**src/rtl/csr_pkg.sv**
```systemverilog
// Shared CSR addresses, mstatus field positions and the fixed misa value for csr_regfile.
package csr_pkg;

    typedef logic [11:0] csr_addr_t;

    localparam csr_addr_t CSR_MSTATUS   = 12'h300;
    localparam csr_addr_t CSR_MISA      = 12'h301;
    localparam csr_addr_t CSR_MTVEC     = 12'h305;
    localparam csr_addr_t CSR_MSCRATCH  = 12'h340;
    localparam csr_addr_t CSR_MEPC      = 12'h341;
    localparam csr_addr_t CSR_MCAUSE    = 12'h342;
    localparam csr_addr_t CSR_MHARTID   = 12'hF14;
    localparam csr_addr_t CSR_MCYCLE    = 12'hB00;
    localparam csr_addr_t CSR_MINSTRET  = 12'hB02;
    localparam csr_addr_t CSR_MCYCLEH   = 12'hB80;
    localparam csr_addr_t CSR_MINSTRETH = 12'hB82;
    localparam csr_addr_t CSR_CYCLE     = 12'hC00;
    localparam csr_addr_t CSR_INSTRET   = 12'hC02;
    localparam csr_addr_t CSR_CYCLEH    = 12'hC80;
    localparam csr_addr_t CSR_INSTRETH  = 12'hC82;

    localparam int MSTATUS_MIE  = 3;
    localparam int MSTATUS_MPIE = 7;

    localparam logic [31:0] MISA_VALUE = 32'h4000_0100;

    // The top two address bits equal to 2'b11 mark the read-only CSR space.
    function automatic logic is_ro_space(csr_addr_t addr);
        return addr[11:10] == 2'b11;
    endfunction

endpackage

```
**src/rtl/csr_counter64.sv**
```systemverilog
// 64-bit free-running counter with independent 32-bit half writes; used for mcycle/minstret
// when CSR_COUNTERS_EN is defined.
module csr_counter64 (
    input  logic        clk_i,
    input  logic        rst_n_i,
    input  logic        inc_i,
    input  logic        lo_we_i,
    input  logic        hi_we_i,
    input  logic [31:0] wdata_i,
    output logic [63:0] value_o
);

    // A half write replaces that half only: no increment and no carry into the other half.
    // NOTE: sequential state uses non-blocking assignments so every register samples pre-edge values.
    always_ff @(posedge clk_i) begin
        if (!rst_n_i) begin
            value_o <= '0;
        end else if (lo_we_i) begin
            value_o[31:0] <= wdata_i;
        end else if (hi_we_i) begin
            value_o[63:32] <= wdata_i;
        end else if (inc_i) begin
            value_o <= value_o + 64'd1;
        end
    end

endmodule

```
**src/rtl/csr_regfile.sv**
```systemverilog
// Machine-mode CSR file: combinational read, write-back commit, trap/mret state and counters.
// Define CSR_COUNTERS_EN to build mcycle/minstret and their read-only user aliases.
module csr_regfile
    import csr_pkg::*;
#(
    parameter int WIDTH   = 32,
    parameter int HART_ID = 0
) (
    input  logic             clk_i,
    input  logic             rst_n_i,
    input  logic [11:0]      csr_raddr_i,
    output logic [WIDTH-1:0] csr_rdata_o,
    output logic             csr_illegal_o,
    input  logic             csr_re_write_i,
    input  logic             csr_we_i,
    input  logic [11:0]      csr_waddr_i,
    input  logic [WIDTH-1:0] csr_wdata_i,
    input  logic             retire_i,
    input  logic             trap_i,
    input  logic [WIDTH-1:0] trap_pc_i,
    input  logic [WIDTH-1:0] trap_cause_i,
    input  logic             mret_i,
    output logic [WIDTH-1:0] trap_vector_o,
    output logic [WIDTH-1:0] mepc_o,
    output logic             mie_o
);

    logic             mie;
    logic             mpie;
    logic [WIDTH-1:2] mtvec;
    logic [WIDTH-1:0] mscratch;
    logic [WIDTH-1:0] mepc;
    logic [WIDTH-1:0] mcause;
    logic             implemented;

    logic wr_mstatus, wr_mtvec, wr_mscratch, wr_mepc, wr_mcause;

    assign wr_mstatus  = csr_we_i && (csr_waddr_i == CSR_MSTATUS);
    assign wr_mtvec    = csr_we_i && (csr_waddr_i == CSR_MTVEC);
    assign wr_mscratch = csr_we_i && (csr_waddr_i == CSR_MSCRATCH);
    assign wr_mepc     = csr_we_i && (csr_waddr_i == CSR_MEPC);
    assign wr_mcause   = csr_we_i && (csr_waddr_i == CSR_MCAUSE);

`ifdef CSR_COUNTERS_EN
    logic [63:0] mcycle;
    logic [63:0] minstret;

    csr_counter64 u_mcycle (
        .clk_i   (clk_i),
        .rst_n_i (rst_n_i),
        .inc_i   (1'b1),
        .lo_we_i (csr_we_i && (csr_waddr_i == CSR_MCYCLE)),
        .hi_we_i (csr_we_i && (csr_waddr_i == CSR_MCYCLEH)),
        .wdata_i (csr_wdata_i[31:0]),
        .value_o (mcycle)
    );

    csr_counter64 u_minstret (
        .clk_i   (clk_i),
        .rst_n_i (rst_n_i),
        .inc_i   (retire_i),
        .lo_we_i (csr_we_i && (csr_waddr_i == CSR_MINSTRET)),
        .hi_we_i (csr_we_i && (csr_waddr_i == CSR_MINSTRETH)),
        .wdata_i (csr_wdata_i[31:0]),
        .value_o (minstret)
    );
`else
    logic unused_retire;
    assign unused_retire = retire_i;
`endif

    // Trap owns mepc/mcause/mstatus; mret owns mstatus; a software write only lands where neither acts.
    always_ff @(posedge clk_i) begin
        if (!rst_n_i) begin
            mie      <= 1'b0;
            mpie     <= 1'b0;
            mtvec    <= '0;
            mscratch <= '0;
            mepc     <= '0;
            mcause   <= '0;
        end else begin
            if (wr_mtvec)    mtvec    <= csr_wdata_i[WIDTH-1:2];
            if (wr_mscratch) mscratch <= csr_wdata_i;
            if (trap_i) begin
                mepc   <= trap_pc_i & ~WIDTH'(1);
                mcause <= trap_cause_i;
                mpie   <= mie;
                mie    <= 1'b0;
            end else begin
                if (mret_i) begin
                    mie  <= mpie;
                    mpie <= 1'b1;
                end else if (wr_mstatus) begin
                    mie  <= csr_wdata_i[MSTATUS_MIE];
                    mpie <= csr_wdata_i[MSTATUS_MPIE];
                end
                if (wr_mepc)   mepc   <= csr_wdata_i & ~WIDTH'(1);
                if (wr_mcause) mcause <= csr_wdata_i;
            end
        end
    end

    // NOTE: every output of this always_comb gets a default first, so no path can infer a latch.
    always_comb begin
        csr_rdata_o = '0;
        implemented = 1'b1;
        case (csr_raddr_i)
            CSR_MSTATUS: begin
                csr_rdata_o[MSTATUS_MIE]  = mie;
                csr_rdata_o[MSTATUS_MPIE] = mpie;
            end
            CSR_MISA:     csr_rdata_o = WIDTH'(MISA_VALUE);
            CSR_MTVEC:    csr_rdata_o = {mtvec, 2'b00};
            CSR_MSCRATCH: csr_rdata_o = mscratch;
            CSR_MEPC:     csr_rdata_o = mepc;
            CSR_MCAUSE:   csr_rdata_o = mcause;
            CSR_MHARTID:  csr_rdata_o = WIDTH'(HART_ID);
`ifdef CSR_COUNTERS_EN
            CSR_MCYCLE,    CSR_CYCLE:    csr_rdata_o = WIDTH'(mcycle[31:0]);
            CSR_MCYCLEH,   CSR_CYCLEH:   csr_rdata_o = WIDTH'(mcycle[63:32]);
            CSR_MINSTRET,  CSR_INSTRET:  csr_rdata_o = WIDTH'(minstret[31:0]);
            CSR_MINSTRETH, CSR_INSTRETH: csr_rdata_o = WIDTH'(minstret[63:32]);
`endif
            default:      implemented = 1'b0;
        endcase
    end

    assign csr_illegal_o = !implemented || (csr_re_write_i && is_ro_space(csr_raddr_i));
    assign trap_vector_o = {mtvec, 2'b00};
    assign mepc_o        = mepc;
    assign mie_o         = mie;

endmodule

```
**config.mk**
```make
export PLATFORM = sky130hd
export DESIGN_NAME = csr_regfile
export DESIGN_NICKNAME = d
export VERILOG_FILES = /design/src/rtl/csr_pkg.sv /design/src/rtl/csr_counter64.sv /design/src/rtl/csr_regfile.sv
export SDC_FILE = /design/constraint.sdc
export NUM_CORES = 1
export LEC_CHECK = 0
export CORE_UTILIZATION = 49
export DETAILED_ROUTE_END_ITERATION = 8
export HOLD_SLACK_MARGIN = 0.02
export PLACE_DENSITY = 0.93
export SYNTH_ARGS = -nofsm -noshare
export SYNTH_HDL_FRONTEND = slang
export SYNTH_HIERARCHICAL = 1
export SYNTH_SLANG_ARGS = --single-unit
```
**constraint.sdc**
```tcl
create_clock -name clk_i -period 5.4 [get_ports clk_i]
set_clock_uncertainty 0.2 [all_clocks]
set_input_delay 1.35 -clock clk_i [delete_from_list [all_inputs] [get_ports clk_i]]
set_output_delay 1.35 -clock clk_i [all_outputs]
set_load 0.01 [all_outputs]
```
==> flow_summary.toml <==
[outcome]
status = "complete, no violations"

[synthesis]
synth_area_um2 = 6320
synth_cell_type_count = 48
seq_area_frac_synth_pct = 40.2
synth_cells = 757
synth.largest_area_cell = "dfxtp_1"
synth_area_per_cell_um2 = 8.35
synth_edf_count = 0
yosys-top-cells-area = "dfxtp_1, mux2i_1, nand2_1"
synth-seq-cells = 127
async_reset_ff_share_pct = 0
synth_top_area_share_pct = 40.2
synth_top_flop_cell = "dfxtp_1"
yosys_warnings = 6

[worst_setup_path]
cp_max_fo = 11
cp_top_family = "buffers and inverters"
end_kind = "output port"
critPathMaxStageDelay_ps = 550
reg2reg_from = "mpie"
slowest_stage = "clkdlybuf4s50_1"
path_buf_inv = 3
cp.required_ps = 3850
r2r-end = "mie_o"
arrival_ps = 3810
start_kind = "input port"
path_cells = "clkdlybuf4s50_1 > or3_4 > or3_4 > nor3b_4 > buf_6 > a22o_1 > clkdlybuf4s50_1"
cp.depth = 7
crit_path_start = "csr_raddr_i[3]"
worstRegToRegCells = 3
crit_end = "csr_rdata_o[28]"
critical_path_class = "input port to output port"
r2r_slack_ps = 4430

[floorplan]
io_pins = 225
die_x_um = 116
initial_core_util_pct = 50.1
rows = 41
die_h_um = 116
dieArea_um2 = 13400
core-area_um2 = 12600

[cts]
clk-insertion-delay-late_ps = 410
cts_buffer_depth = 2
root_buffer = "clkbuf_16"
cts_max_level = 4
path_clk_slew_ps = 60
cts_tree = "yes"
numCtsBuffers = 17
post_cts_buffers = 0
clock-sinks = 127

[final_layout]
area_delta_synth_final_pct = 45.8
final_common_cell = "clkdlybuf4s50_1"
nets = 1072
final_cell_mix = "clkdlybuf4s50_1, nand2_1, dfxtp_1, mux2i_1, o21ai_0"
fin_util_pct = 73.1
drive_gt1_share_pct = 5.95
diodes = 0

[routing]
drt_first_iter_violations = 582
vias_per_cell = 5.73
drt-total-wl_um = 20300
ant_nets = 0
firstDrtPassIters = 5
vias = 6474
drc_errors = 0
wl_per_cell_um = 18.0

[pwr]
power_density_nw_per_um2 = 266
p_leak_uw = 0.00374
peakVddDrop_uv = 186

[global_route]
grt_pass1_vias = 6447
grt_pass1_wl_um = 32000
grt_max_degree = 129
grt_usage_pct = 31.2
overflow = 0
antenna_found_initial = 0

[timing]
fmaxAchievable_mhz = 187
worst_slew_pin_slew_ps = 1150
post-route-period-util_pct = 99.2
finalHoldViolations = 0
slew_headroom_pct = 23.1
fin_crit_ps = 5360
slew_violations = 0
setup_viol = 0
setup_tns_ps = 0
rsz0062_at_grt = "true"

[placement]
portBuffers = 219
dp_hpwl_um = 13300
routabilityCongestion = 0.810

[min_path]
min-delay-start = "mscratch[30]"
min_path_cells = 2
hp-class = "flip-flop to flip-flop"

[run]
max-cap-violations = 0
[synthesized netlist by cell type, types with 4 or more instances]
cell and n:
a22o_1 26, a31oi_1 31, clkbuf_1 45, mux2i_1 94, a21boi_1 4, nand3_1 7
a21oi_1 37, nor2b_1 33, nand4_1 4, o21ai_0 93, buf_2 15, a21boi_0 28
dfxtp_1 127, nor2_1 7, nand2_1 158
[per-layer routing]
| metal | vias up | wire length, um | GRT usage (%) |
|---|---|---|---|
| li1 | 3050 | - | - |
| met1 | 3062 | 8310 | 37.0 |
| met2 | 303 | 10000 | 52.7 |
| met3 | 59 | 1470 | 7.69 |
| met4 | 0 | 490 | 15.1 |
| met5 | - | 0 | 0 |
[power by group]
group | leakage [uW] | switching, uW | total, uW | internal, uW
registers | 0.00104 | 22.3 | 994 | 972
clock network | 0.000292 | 407 | 1170 | 761
logic | 0.00241 | 127 | 286 | 159
[state kept, by name, indices dropped and copies added (netlist names)]
signal / cells
mcause: 32
mie_o: 1
mpie: 1
mscratch: 32
mtvec: 30
mepc_o: 31
[how the worst min path moves through the flow]
| stage | end | slack [ps] |
|---|---|---|
| floorplan | mscratch[0] | 230 |
| CTS | mscratch[30] | 270 |
| global placement | mscratch[0] | 240 |
| detailed placement | mscratch[30] | 260 |
| global route | mscratch[5] | 280 |
| finish | mscratch[30] | 260 |
[through the flow]
stage                     worst slack [ps]  area, um^2  hold WS, ps  instances  power, uW
after floorplan                        932        6330          234        759       1130
after global placement                41.6        8590          241       1098       1290
after detailed placement              1.37        8590          259       1098       1290
after CTS                            -8.77        9190          267       1130       2450
after global routing                 -38.9        9220          283       1130       2530
final                                 43.0        9220          265       1130       2450
[tightest hold or removal path: stages (launching register included)]
cell	delay, ps
dfxtp_1	300
nand2_1	50
a21boi_0	60
[cell families after synthesis]
family,synth area share [%]
flops,40.2
simple gates,17.6
other cells,0.0593
mux,14.9
compound gates,22.2
buf+inv,5.05
[final cells by class]
| type | count | area (um^2) |
|---|---|---|
| Clock inverter | 6 | 105 |
| Fill cell | 925 | 3400 |
| Multi-Input combinational cell | 561 | 3490 |
| Timing Repair Buffer | 236 | 2370 |
| Clock buffer | 26 | 489 |
| Tap cell | 172 | 215 |
| Sequential cell | 127 | 2540 |
| Inverter | 2 | 8.76 |
[timing repair]
action,CTS,global route
hold buffers,0,0
setup endpoints to repair,2,17
pin swaps,0,0
cloned,0,0
resized for setup,0,8
Note: power is estimated with default switching activity, not from simulation.
